## config.mk

```make
export PLATFORM = sky130hd
export DESIGN_NAME = instr_prefetch_queue
export DESIGN_NICKNAME = d
export VERILOG_FILES = /design/src/rtl/ir_pkg.sv /design/src/rtl/ir_queue_mem.sv /design/src/rtl/instr_prefetch_queue.sv
export SDC_FILE = /design/constraint.sdc
export NUM_CORES = 1
export LEC_CHECK = 0
export CORE_AREA = 3 3 57 85
export DETAILED_ROUTE_END_ITERATION = 8
export DIE_AREA = 0 0 60 88
export GPL_TIMING_DRIVEN = 0
export PLACE_DENSITY = 0.66
export SLEW_MARGIN = 20
export SYNTH_ARGS = -nofsm -noshare
export SYNTH_HDL_FRONTEND = slang
export SYNTH_SLANG_ARGS = --single-unit
```

## constraint.sdc

```tcl
create_clock -name clk -period 2.3 [get_ports clk]
set_clock_uncertainty 0.15 [all_clocks]
set_input_delay 0.23 -clock clk [delete_from_list [all_inputs] [get_ports clk]]
set_output_delay 0.23 -clock clk [all_outputs]
set_load 0.01 [all_outputs]
```

## src/rtl/ir_pkg.sv

```systemverilog
// Shared constants and entry type for the instruction prefetch queue.
package ir_pkg;

  localparam int unsigned IR_W_DEFAULT = 8;

  localparam logic [IR_W_DEFAULT-1:0] IR_NOP = '0;

  typedef struct packed {
    logic                    sf;
    logic [IR_W_DEFAULT-1:0] word;
  } ir_entry_t;

endpackage

```

## src/rtl/ir_queue_mem.sv

```systemverilog
// DEPTH x WIDTH register array: synchronous write port, asynchronous read port.
module ir_queue_mem #(
  parameter int unsigned WIDTH = 9,
  parameter int unsigned DEPTH = 4,
  parameter int unsigned PTR_W = $clog2(DEPTH)
) (
  input  logic             clk,
  input  logic             we,
  input  logic [PTR_W-1:0] waddr,
  input  logic [WIDTH-1:0] wdata,
  input  logic [PTR_W-1:0] raddr,
  output logic [WIDTH-1:0] rdata
);

  logic [WIDTH-1:0] mem [DEPTH];

  // NOTE: storage has no reset; occupancy is tracked by count, so stale
  // contents are never presented and a reset path would only cost flops.
  always_ff @(posedge clk) begin
    if (we) mem[waddr] <= wdata;
  end

  assign rdata = mem[raddr];

endmodule

```

## src/rtl/instr_prefetch_queue.sv

```systemverilog
// Show-ahead queue of instruction words with second-fetch tags, between fetch and decode.
module instr_prefetch_queue
  import ir_pkg::*;
#(
  parameter int unsigned IR_W  = IR_W_DEFAULT,
  parameter int unsigned DEPTH = 4,
  parameter int unsigned CNT_W = $clog2(DEPTH + 1)
) (
  input  logic             clk,
  input  logic             rst,
  input  logic             flush,
  input  logic             in_valid,
  input  logic [IR_W-1:0]  ir_new,
  input  logic             sf1_in,
  output logic             in_ready,
  input  logic             out_ready,
  output logic             out_valid,
  output logic [IR_W-1:0]  ir,
  output logic             sf1,
  output logic [CNT_W-1:0] count
);

  localparam int unsigned PTR_W = $clog2(DEPTH);

  typedef struct packed {
    logic            sf;
    logic [IR_W-1:0] word;
  } entry_t;

  logic [PTR_W-1:0] wr_ptr, rd_ptr;
  logic             push, pop;
  entry_t           wr_entry, head;

  // in_ready looks only at count, so a pop cannot open a slot in the same cycle.
  assign in_ready  = (count < CNT_W'(DEPTH));
  assign out_valid = (count != '0);
  assign push      = in_valid & in_ready;
  assign pop       = out_ready & out_valid;

  assign wr_entry = '{sf: sf1_in, word: ir_new};

  ir_queue_mem #(
    .WIDTH ($bits(entry_t)),
    .DEPTH (DEPTH),
    .PTR_W (PTR_W)
  ) u_mem (
    .clk   (clk),
    .we    (push & ~flush & ~rst),
    .waddr (wr_ptr),
    .wdata (wr_entry),
    .raddr (rd_ptr),
    .rdata (head)
  );

  // NOTE: sequential state uses non-blocking assignments so every register
  // samples pre-edge values regardless of statement order.
  always_ff @(posedge clk) begin
    if (rst || flush) begin
      wr_ptr <= '0;
      rd_ptr <= '0;
      count  <= '0;
    end else begin
      // Pointers wrap naturally because DEPTH is a power of two.
      if (push) wr_ptr <= wr_ptr + PTR_W'(1);
      if (pop)  rd_ptr <= rd_ptr + PTR_W'(1);
      if (push && !pop)      count <= count + CNT_W'(1);
      else if (pop && !push) count <= count - CNT_W'(1);
    end
  end

  // NOTE: both outputs get a default first so no path leaves them unassigned
  // and no latch is inferred.
  always_comb begin
    ir  = IR_W'(IR_NOP);
    sf1 = 1'b0;
    if (out_valid) begin
      ir  = head.word;
      sf1 = head.sf;
    end
  end

endmodule

```

==> results.rst <==
.. list-table::
   :header-rows: 1

   * - Metric
     - Value
   * - Dpl cells
     - 180
   * - Root buf cell
     - clkbuf_8
   * - All-Layer GR Usage
     - 0.1274
   * - Wire length of the first global-routing pass
     - 4788 um
   * - Register bit total from synthesis
     - 45
   * - CTS Buf Count
     - 5
   * - Post-Syn Area
     - 1839 um2
   * - Max Buffers Root-to-Sink
     - 2
   * - Kind of end point of the critical path
     - output pin
   * - Type of the worst setup path
     - reg -> out
   * - Post-layout worst setup margin
     - 105.2 ps
   * - Largest cells by area after synthesis
     - edfxtp_1 59%, mux4_2 11%, dfxtp_1 9.8%
   * - Count of boundary I/O pins
     - 28
   * - Part of the Yosys area used for sequential elements
     - 0.6857
   * - Power per Cell Area
     - 707.7 nW/um2
   * - Mean instance size in the synthesized netlist
     - 17.19 um2
   * - Number of cell rows
     - 29
   * - Maximum fanout along the worst path
     - 6
   * - Clock latency of the later-clocked register in the worst-skew pair
     - 290 ps
   * - Most frequent cell after synthesis
     - edfxtp_1
   * - Remaining antenna violation count
     - 0
   * - Total Wirelength
     - 2933 um
   * - Maximum resistive drop on vdd
     - 0.5139 mV
   * - Starting utilization of the core area
     - 0.4370
   * - Total via count after detailed routing
     - 974
   * - DRT iter0 DRCs
     - 17
   * - CP max stage delay
     - 480 ps
   * - HP Class
     - reg -> reg
   * - Actual slew at the worst max-slew pin
     - 484.1 ps
   * - Total half-perimeter wirelength after legalization and detailed placement
     - 2093 um
   * - Mean routed wirelength per cell
     - 15.44 um
   * - Run status
     - finished, final reports clean
   * - Total nets after synthesis
     - 127
   * - Required time worst endpoint
     - 1920 ps
   * - TritonCTS clock tree
     - built
   * - Final cell count without fillers
     - 190
   * - Yosys warning count
     - 0
   * - Number of detailed-route iterations in the first pass
     - 4
   * - Post-CTS clock slew at the launch and capture registers of the worst setup and hold paths
     - 80 ps
   * - Post-route cell area
     - 2288 um2
   * - End-of-flow core utilization
     - 0.5437
   * - Count of antenna diodes in the layout
     - 0
   * - Floorplan die area
     - 5280 um2
   * - Residual DRC
     - 0
   * - Minimum clock period
     - 2195 ps
   * - Number of cells produced by synthesis
     - 107
   * - CTS HTree Levels
     - 2
   * - Peak Freq
     - 0.4556 GHz
   * - Library cells used by synthesis
     - 24
   * - Number of antenna violations at the first check in global routing
     - 0
   * - Share of the clock period used by the worst path
     - 0.9542
   * - Relative slew slack
     - 0.6773
   * - Number of logic stages on the critical path including buffering
     - 5
   * - Total buffers and inverters traversed by the critical path
     - 3
   * - CTS Sinks
     - 45
   * - Maximum number of pins on one net before global-route repair
     - 14
   * - Crit Reg-Reg Endpoint
     - count[2]$_SDFFE_PP0P_
   * - Max-slew violation count
     - 0
   * - Layout overhead on the synthesized area
     - 24.42%
   * - Number of synthesized flops with an enable pin
     - 36
   * - Number of cells on the worst reg-to-reg path
     - 7
   * - Final-report setup violation count
     - 0
   * - Pre-CTS setup slack
     - -136.5 ps
   * - Cell depth of the worst hold path
     - 2
   * - Timing endpoint of the critical path
     - ir[0]
   * - Share of final-layout standard cells stronger than drive strength 1
     - 0.1875
   * - Final hold violation count
     - 0
   * - Total grt overflow
     - 0
   * - Fill count
     - 352
   * - Number of I/O port buffers
     - 27
   * - Routed vias/inst
     - 5.126
   * - Crit-path slowest cell
     - mux4_2
   * - Maximum Capacitance Violations
     - 0
   * - CTS hold repair buffers
     - 0
   * - Post-synthesis async set-or-reset flop share
     - 0
   * - Most frequent cells after synthesis
     - 36 x edfxtp_1, 9 x dfxtp_1, 9 x mux4_2
   * - Primary flip-flop cell chosen by synthesis mapping
     - edfxtp_1
   * - Largest area contributor in the netlist
     - edfxtp_1
   * - Total power
     - 1.619 mW
   * - Cell type group with the largest total delay on the critical path
     - buffers and inverters
   * - Die X-Extent
     - 60 um
   * - Worst reg2reg path startpoint
     - count[2]$_SDFFE_PP0P_
   * - Unrepaired setup endpoints after global routing
     - no
   * - Static Leakage
     - 0.8749 nW
   * - Type of element launching the critical path
     - flop
   * - Weighted congestion reported at the end of routability-driven placement
     - 0.7033
   * - Floorplan core area
     - 4209 um2
   * - Cell area after placement
     - 2167 um2
   * - Slack of the worst reg-to-reg path
     - 140 ps
   * - Area fraction of the dominant cell type after synthesis
     - 0.5878
   * - Number of nets at the end of the flow
     - 163
   * - Via count of the first global-routing pass
     - 1043
   * - Critical path cell sequence
     - buf_8, buf_4, mux4_2, nor2b_1, dlygate4sd2_1
   * - Die height
     - 88 um
   * - Arrival time of the worst setup path
     - 1810 ps
worst register-to-register path: stages, from the launching register on:
cell	delay, ps
dfxtp_1	390
o31ai_4	300
ha_1	220
inv_1	60
fa_1	370
xor2_1	170
or3_1	310
a21oi_1	140
final cells by class:
type                            count  area (um2)  share of cell area
Clock buffer                        6       72.57             0.03171
Timing Repair Buffer               29       289.0              0.1263
Inverter                            5       18.77            0.008201
Clock inverter                      2       10.01            0.004374
Sequential cell                    45        1261              0.5511
Buffer                              5       36.28             0.01586
Tap cell                           46       57.56             0.02515
Multi-Input combinational cell     52       543.0              0.2373
state kept, by name (all words and copies together) (netlist names), named ones only:
signal / flops
wr_ptr: 2
count: 3
u_mem.mem: 36
rd_ptr: 2
metrics by stage:
stage	setup TNS (ps)	hold slack (ps)
6_report	0	354.6
5_1_grt	0	416.9
4_1_cts	0	366.3
3_5_place_dp	-136.5	341.7
3_3_place_gp	-112.8	318.0
2_1_floorplan	0	178.9
layout by cell type, fill, tap and decap left out, types with 3 or more instances in the layout:
cell / count
xor2_1: 3
dlymetal6s2s_1: 4
ha_1: 5
dlygate4sd2_1: 5
and3_1: 4
mux4_2: 9
inv_1: 5
nor2_1: 7
edfxtp_1: 36
dfxtp_1: 9
nor2b_1: 8
clkbuf_8: 5
clkdlybuf4s50_1: 18
worst min-delay path by stage:
stage / to / slack (ps) / startpoint
2_1_floorplan: u_mem.mem[0][0]$_DFFE_PP_ / 180 / ir_new[0]
3_3_place_gp: rd_ptr[1]$_SDFFE_PP0P_ / 320 / rd_ptr[1]$_SDFFE_PP0P_
3_5_place_dp: rd_ptr[1]$_SDFFE_PP0P_ / 340 / rd_ptr[1]$_SDFFE_PP0P_
4_1_cts: rd_ptr[1]$_SDFFE_PP0P_ / 370 / rd_ptr[1]$_SDFFE_PP0P_
5_1_grt: rd_ptr[1]$_SDFFE_PP0P_ / 420 / rd_ptr[1]$_SDFFE_PP0P_
6_report: rd_ptr[1]$_SDFFE_PP0P_ / 350 / rd_ptr[1]$_SDFFE_PP0P_
where the power goes:
| group | switching, mW | internal [mW] |
|---|---|---|
| sequential | 0.0178 | 0.895 |
| combinational | 0.115 | 0.138 |
| clock | 0.243 | 0.210 |
what timing repair did:
action,in CTS,in global routing
cloned,0,0
setup buffers,2,0
endpoints found under the setup margin,9,6
resized for setup,6,7
kinds of logic after synthesis:
logic type | Yosys count | share of synthesized area
buffers and inverters | 10 | 0.02653
xor gates and xnor gates | 4 | 0.01905
AOI/OAI and AO/OA | 5 | 0.01769
adders and majority gates | 6 | 0.04490
muxes | 11 | 0.1211
DFF | 45 | 0.6857
and+or+nand+nor | 26 | 0.08503
layer usage:
layer / track usage / up-vias / share of wire / wire [um]
met1: 0.1337 / 478 / 0.37 / 1080
met2: 0.2254 / 27 / 0.55 / 1602
met3: 0.03835 / 5 / 0.063 / 185
met4: 0.06048 / 0 / 0.022 / 65
li1: - / 464 / - / -
met5: 0 / - / 0 / 0
(Power assumes the default switching activity.)
